===== src/rtl/sr_latch_exerciser_if.sv =====
// sr_latch_if: drive/observe bundle between the exerciser and an enabled active-low SR latch
interface sr_latch_if;
  logic S;
  logic R;
  logic E;
  logic Q;
  logic Q_Inverter;
  modport master (output S, R, E, input Q, Q_Inverter);
  modport slave (input S, R, E, output Q, Q_Inverter);
endinterface


===== src/rtl/sr_latch_exerciser.sv =====
// sr_latch_exerciser: plays a 7-step vector sequence into an SR latch and counts output mismatches
module sr_latch_exerciser #(
  parameter int HOLD_CYCLES = 100,
  parameter int CNT_W = 8
) (
  input  logic CLK,
  input  logic RST,
  input  logic START,
  sr_latch_if.master lat,
  output logic BUSY,
  output logic DONE,
  output logic PASS,
  output logic [3:0] ERR_COUNT,
  output logic [2:0] STEP
);
  typedef enum logic [1:0] {IDLE, DRIVE, FINISH} state_t;
  // {E,S,R} per step, step 0 in the low bits
  localparam logic [20:0] VEC = {3'b001, 3'b111, 3'b110, 3'b010, 3'b111, 3'b101, 3'b011};
  // expected Q per step, bit i = step i (step 0 unchecked)
  localparam logic [6:0] EXPQ = 7'b0001110;
  state_t r_state;
  logic [CNT_W-1:0] r_cnt;
  logic [2:0] r_step;
  logic [3:0] r_err;
  logic r_e, r_s, r_r, r_busy, r_done, r_pass;
  logic w_last, w_mis;
  logic [2:0] w_nstep, w_nvec;
  logic [3:0] w_err;
  assign w_last = r_cnt == CNT_W'(HOLD_CYCLES - 1);
  assign w_nstep = r_step + 3'd1;
  assign w_nvec = VEC[{2'b00, w_nstep} * 5'd3 +: 3];
  assign w_mis = (r_step != 3'd0) && ((lat.Q !== EXPQ[r_step]) || (lat.Q_Inverter !== ~lat.Q));
  assign w_err = (w_mis && r_err != 4'hF) ? r_err + 4'd1 : r_err;
  assign lat.E = r_e;
  assign lat.S = r_s;
  assign lat.R = r_r;
  assign BUSY = r_busy;
  assign DONE = r_done;
  assign PASS = r_pass;
  assign ERR_COUNT = r_err;
  assign STEP = r_step;
  // sequencer: start/restart, per-step hold counting, end-of-hold check and step advance
  always_ff @(posedge CLK or posedge RST) begin
    if (RST) begin
      r_state <= IDLE;
      {r_e, r_s, r_r} <= 3'b011;
      r_busy <= 1'b0;
      r_done <= 1'b0;
      r_pass <= 1'b0;
      r_err <= 4'd0;
      r_step <= 3'd0;
      r_cnt <= '0;
    end else begin
      case (r_state)
        IDLE, FINISH: if (START) begin
          r_state <= DRIVE;
          r_busy <= 1'b1;
          r_done <= 1'b0;
          r_pass <= 1'b0;
          r_err <= 4'd0;
          r_step <= 3'd0;
          r_cnt <= '0;
          {r_e, r_s, r_r} <= VEC[2:0];
        end
        DRIVE: if (!w_last) r_cnt <= r_cnt + CNT_W'(1);
        else begin
          r_err <= w_err;
          r_cnt <= '0;
          if (r_step == 3'd6) begin
            r_state <= FINISH;
            r_busy <= 1'b0;
            r_done <= 1'b1;
            r_pass <= w_err == 4'd0;
            {r_e, r_s, r_r} <= 3'b011;
          end else begin
            r_step <= w_nstep;
            {r_e, r_s, r_r} <= w_nvec;
          end
        end
        default: r_state <= IDLE;
      endcase
    end
  end
endmodule


===== src/flat_wrapper.sv =====
// flat-port wrapper written by rule: the top's interface ports become plain ports
module sr_latch_exerciser_flat 
#(
  parameter int HOLD_CYCLES = 100,
  parameter int CNT_W = 8
)
  (CLK, RST, START, BUSY, DONE, PASS, ERR_COUNT, STEP, lat_S, lat_R, lat_E, lat_Q, lat_Q_Inverter);
  sr_latch_if lat_i ();
  input  logic CLK;
  input  logic RST;
  input  logic START;
  output logic BUSY;
  output logic DONE;
  output logic PASS;
  output logic [3:0] ERR_COUNT;
  output logic [2:0] STEP;
  output wire logic [$bits(lat_i.S)-1:0] lat_S;
  output wire logic [$bits(lat_i.R)-1:0] lat_R;
  output wire logic [$bits(lat_i.E)-1:0] lat_E;
  input wire logic [$bits(lat_i.Q)-1:0] lat_Q;
  input wire logic [$bits(lat_i.Q_Inverter)-1:0] lat_Q_Inverter;
  assign lat_S = lat_i.S;
  assign lat_R = lat_i.R;
  assign lat_E = lat_i.E;
  assign lat_i.Q = lat_Q;
  assign lat_i.Q_Inverter = lat_Q_Inverter;
  sr_latch_exerciser #(.HOLD_CYCLES(HOLD_CYCLES), .CNT_W(CNT_W)) u_core (.CLK(CLK), .RST(RST), .START(START), .lat(lat_i), .BUSY(BUSY), .DONE(DONE), .PASS(PASS), .ERR_COUNT(ERR_COUNT), .STEP(STEP));
endmodule

===== config.mk =====
export PLATFORM = sky130hd
export DESIGN_NAME = sr_latch_exerciser_flat
export DESIGN_NICKNAME = d
export VERILOG_FILES = /design/src/rtl/sr_latch_exerciser_if.sv /design/src/rtl/sr_latch_exerciser.sv /design/src/flat_wrapper.sv
export SDC_FILE = /design/constraint.sdc
export NUM_CORES = 1
export LEC_CHECK = 0
export CAP_MARGIN = 20
export CORE_MARGIN = 3
export CORE_UTILIZATION = 40
export DETAILED_ROUTE_END_ITERATION = 8
export GPL_TIMING_DRIVEN = 0
export HOLD_SLACK_MARGIN = 0.15
export MAX_ROUTING_LAYER = met4
export PLACE_DENSITY_LB_ADDON = 0.15
export SLEW_MARGIN = 10
export SYNTH_ARGS = -nofsm -noshare
export SYNTH_HDL_FRONTEND = slang
export SYNTH_SLANG_ARGS = --single-unit

===== constraint.sdc =====
create_clock -name CLK -period 3.1 [get_ports CLK]
set_clock_uncertainty 0.05 [all_clocks]
set_input_delay 0.31 -clock CLK [delete_from_list [all_inputs] [get_ports CLK]]
set_output_delay 0.31 -clock CLK [all_outputs]
set_load 0.02 [all_outputs]

==> results.md <==
- Power Density: roughly 300 nW/µm²
- Yosys top cell area share: 40.0%
- Relative slew margins: 38.6%
- Cell types with the highest counts after synthesis: 21 x dfrtp_1, 18 x nor2_1, 16 x nand2_1, 16 x o21ai_0
- CTS tree: built
- Count of state elements after synthesis: 23
- CTS resizes: 0
- Total number of nets in the final design: between 150 and 200
- Hold Buf Count CTS: 0
- Number of CTS-inserted buffers: 3
- Syn Nets: 157
- Routed length per instance: 13.6 µm
- Post-DP HPWL: 2100 µm
- DRC: 0
- Yosys top cell by area: dfrtp_1
- Effective utilization at floorplan: 42.3%
- Synth unique cells: 35
- Full die area: 4010 µm²
- Share of post-route cells with drive strength above 1: 5.99%
- Antenna diode count: 0
- Prevailing post-synth register cell: dfrtp_1
- Worst vdd rail ir drop: around 0.27 mV
- Critical path fanouts, max: 7
- Count of buffers from port buffering: 17
- Int Power: 361 µW
- Number of setup violations in the final report: 0
- Number of synthesized flops with an enable pin: 0
- Final-layout fill cell count: ~320
- Data arrival time of the critical path: ~2.3 ns
- Die width: 63.3 µm
- Most area-consuming cells after synthesis: dfrtp_1 40%, o21ai_0 6.1%, ha_1 5.7%
- Async set-or-reset flop fraction in the synthesized netlist: between 90% and 100%
- Outcome: completed
- Vias: 1145
- Final setup TNS: 0 ns
- Dominant cell by count in the synthesized netlist: dfrtp_1
- Final critical-path required period: 2.16 ns
- Max_cap viols: 0
- Highest Clock Rate: 463 MHz
- Clock-pin transition on the worst setup and hold timing paths: 0.13 ns
- Root Buffer Master: clkbuf_4
- Cell leakage power: 0.647 nW
- Unrepaired setup endpoints after global routing: no
- Count of pins over their slew limit: 0
- Count of mapped cells out of synthesis: 146
- Critical Path RT: 3.27 ns
- Antenna violations before repair: 0
- Part of the total power dissipated in sequential elements: between 60% and 70%
- Number of hold-slack violations in the final timing report: 0
- Detailed-route wire length: ~2900 µm
- Area inside the core boundary: 3100 µm²
- Critical path launch point type: flop
- Post-detailed-route via-to-cell ratio: 5.43
- Wire length of the first global-routing pass: a little under 5000 µm
- Number of antenna-violating nets in the routed design: 0
- Dpl cells: 207
- Portion of the clock cycle consumed by the worst path in the final layout: 69.7%
- Least-Margin Pin Slew: 0.913 ns
- Maximum number of pins on one net before global-route repair: 24
- Number of warning messages in the yosys log: 0
- Clock insertion delay at the later pin of the skew report: 0.31 ns
- Number of DRC markers after the initial detailed-route iteration: 43
- Boundary pin count: 18
- TritonRoute pass-1 iters: 4
- FP Rows: 20
- Minimum setup slack among reg-to-reg paths: 0.94 ns
- Die extent in y: about 63 µm
- Area of the mapped netlist: 1310 µm²
- Post-synthesis to final-layout area growth: 19.2%
- Hold slack: approximately 0.41 ns
- Overall Power: about 470 µW
- Total grt overflow: 0
- Post-synthesis area per instance: 9.00 µm²
- Register area share after synthesis: 44.0%
- CTS Buffer Depth: 2
- Number of global-route vias before repair: about 1100
- Sequential cell area: 578 µm²
- Last weighted congestion value of the routability-driven placer: just over 0.8
- Part of the total power dissipated in combinational logic: 5.7%
- Portion of total power attributed to the clock network: 29.6%
- Multi-input gate area in the final layout: 687 µm²
- Switching share of power: 22.7%
- All-Layer GR Usage: 15.8%
- Worst Hold Class: input port to async pin
- Category of the most critical setup path: flop to flop
- Number of buffers added for setup after CTS: 0
- H-tree lvl count: 1
- Net switching power: 106 µW
- Non-filler instance count after layout: roughly 210
- Count of clock tree sinks: 23
- Type of element capturing the critical path: flop
## power groups by stage
stage               Clock [mW]  Combinational (mW)  Sequential [mW]
floorplan                    0              0.0151            0.308
global placement             0              0.0262            0.308
detailed placement           0              0.0270            0.308
CTS                      0.146              0.0272            0.302
global route             0.162              0.0297            0.303
finish                   0.138              0.0264            0.302
## final cells by class
class / instances / area share (%)
multi-input combinational: 112 / 43.8
sequential: 23 / 36.9
timing repair buffer: 17 / 10.9
tap: 44 / 3.51
inverter: 7 / 1.68
clock buffer: 3 / 1.44
buffer: 4 / 1.44
clock inverter: 1 / 0.319
## worst paths after layout
check	cells past startpoint	startpoint	to
setup / recovery	4	u_core.r_cnt[3]	u_core.DONE
max in group asynchronous	2	RST	u_core.r_cnt[0]
hold reg to reg	1	u_core.DONE	u_core.DONE
hold / removal	2	RST	u_core.PASS
min in group CLK	1	u_core.DONE	u_core.DONE
setup reg to reg	4	u_core.r_cnt[3]	u_core.DONE
## cells in the final DEF (no fill, tap or decap), types with 2 or more instances in the layout
master	Yosys	layout
dfrtp_1	21	21
nor2_1	18	18
clkdlybuf4s50_1	0	17
o21ai_0	16	16
nand2_1	16	16
nand2b_1	7	7
inv_1	7	7
mux2i_1	6	6
ha_1	6	6
a31oi_1	5	5
nor2b_1	4	4
nand3_1	4	4
clkbuf_1	3	3
nand4_1	3	3
and3_1	3	3
clkbuf_4	0	3
o21ai_1	2	2
xor2_1	2	2
a21oi_1	2	2
a22o_1	2	2
a21o_1	2	2
dfstp_2	2	2
## cells by family (layout without fill, tap and decap cells)
| logic type | Yosys count | count (layout) | share of synthesized area (%) |
|---|---|---|---|
| adders and majority gates | 6 | 6 | 5.71 |
| AOI/OAI and AO/OA | 35 | 35 | 15.9 |
| xor gates and xnor gates | 3 | 3 | 2.00 |
| and+or+nand+nor | 61 | 61 | 23.2 |
| muxes | 7 | 7 | 5.43 |
| DFF | 23 | 23 | 44.0 |
| buffers and inverters | 11 | 32 | 3.71 |
## layer usage
metal	vias to the layer above	track usage, %	routed length (µm)
li1	552	-	-
met1	568	18.2	1310
met2	23	27.7	1420
met3	2	4.28	124
met4	0	3.23	21
met5	-	-	0
## worst max-delay path: stages (launching register included)
cell,delay [ns]
dfrtp_1,0.46
or3_4,0.41
o31ai_1,0.78
nand2_1,0.16
a21o_1,0.22
## through the flow
step	instance area, µm²	util (%)	worst slack (ns)
after global placement	1540	49.6	0.944
after CTS	1570	50.5	0.934
after floorplan	1310	-	1.13
final	1570	50.5	0.938
after detailed placement	1540	49.6	0.944
after global routing	1570	50.5	0.689
## registers in the layout, indices dropped and copies added (netlist names)
| register | cells |
|---|---|
| u_core.BUSY | 1 |
| u_core.DONE | 1 |
| u_core.ERR_COUNT | 4 |
| u_core.PASS | 1 |
| u_core.STEP | 3 |
| u_core.lat.E | 1 |
| u_core.lat.R | 1 |
| u_core.lat.S | 1 |
| u_core.r_cnt | 8 |
| u_core.r_state | 2 |
(Power assumes the default switching activity.)
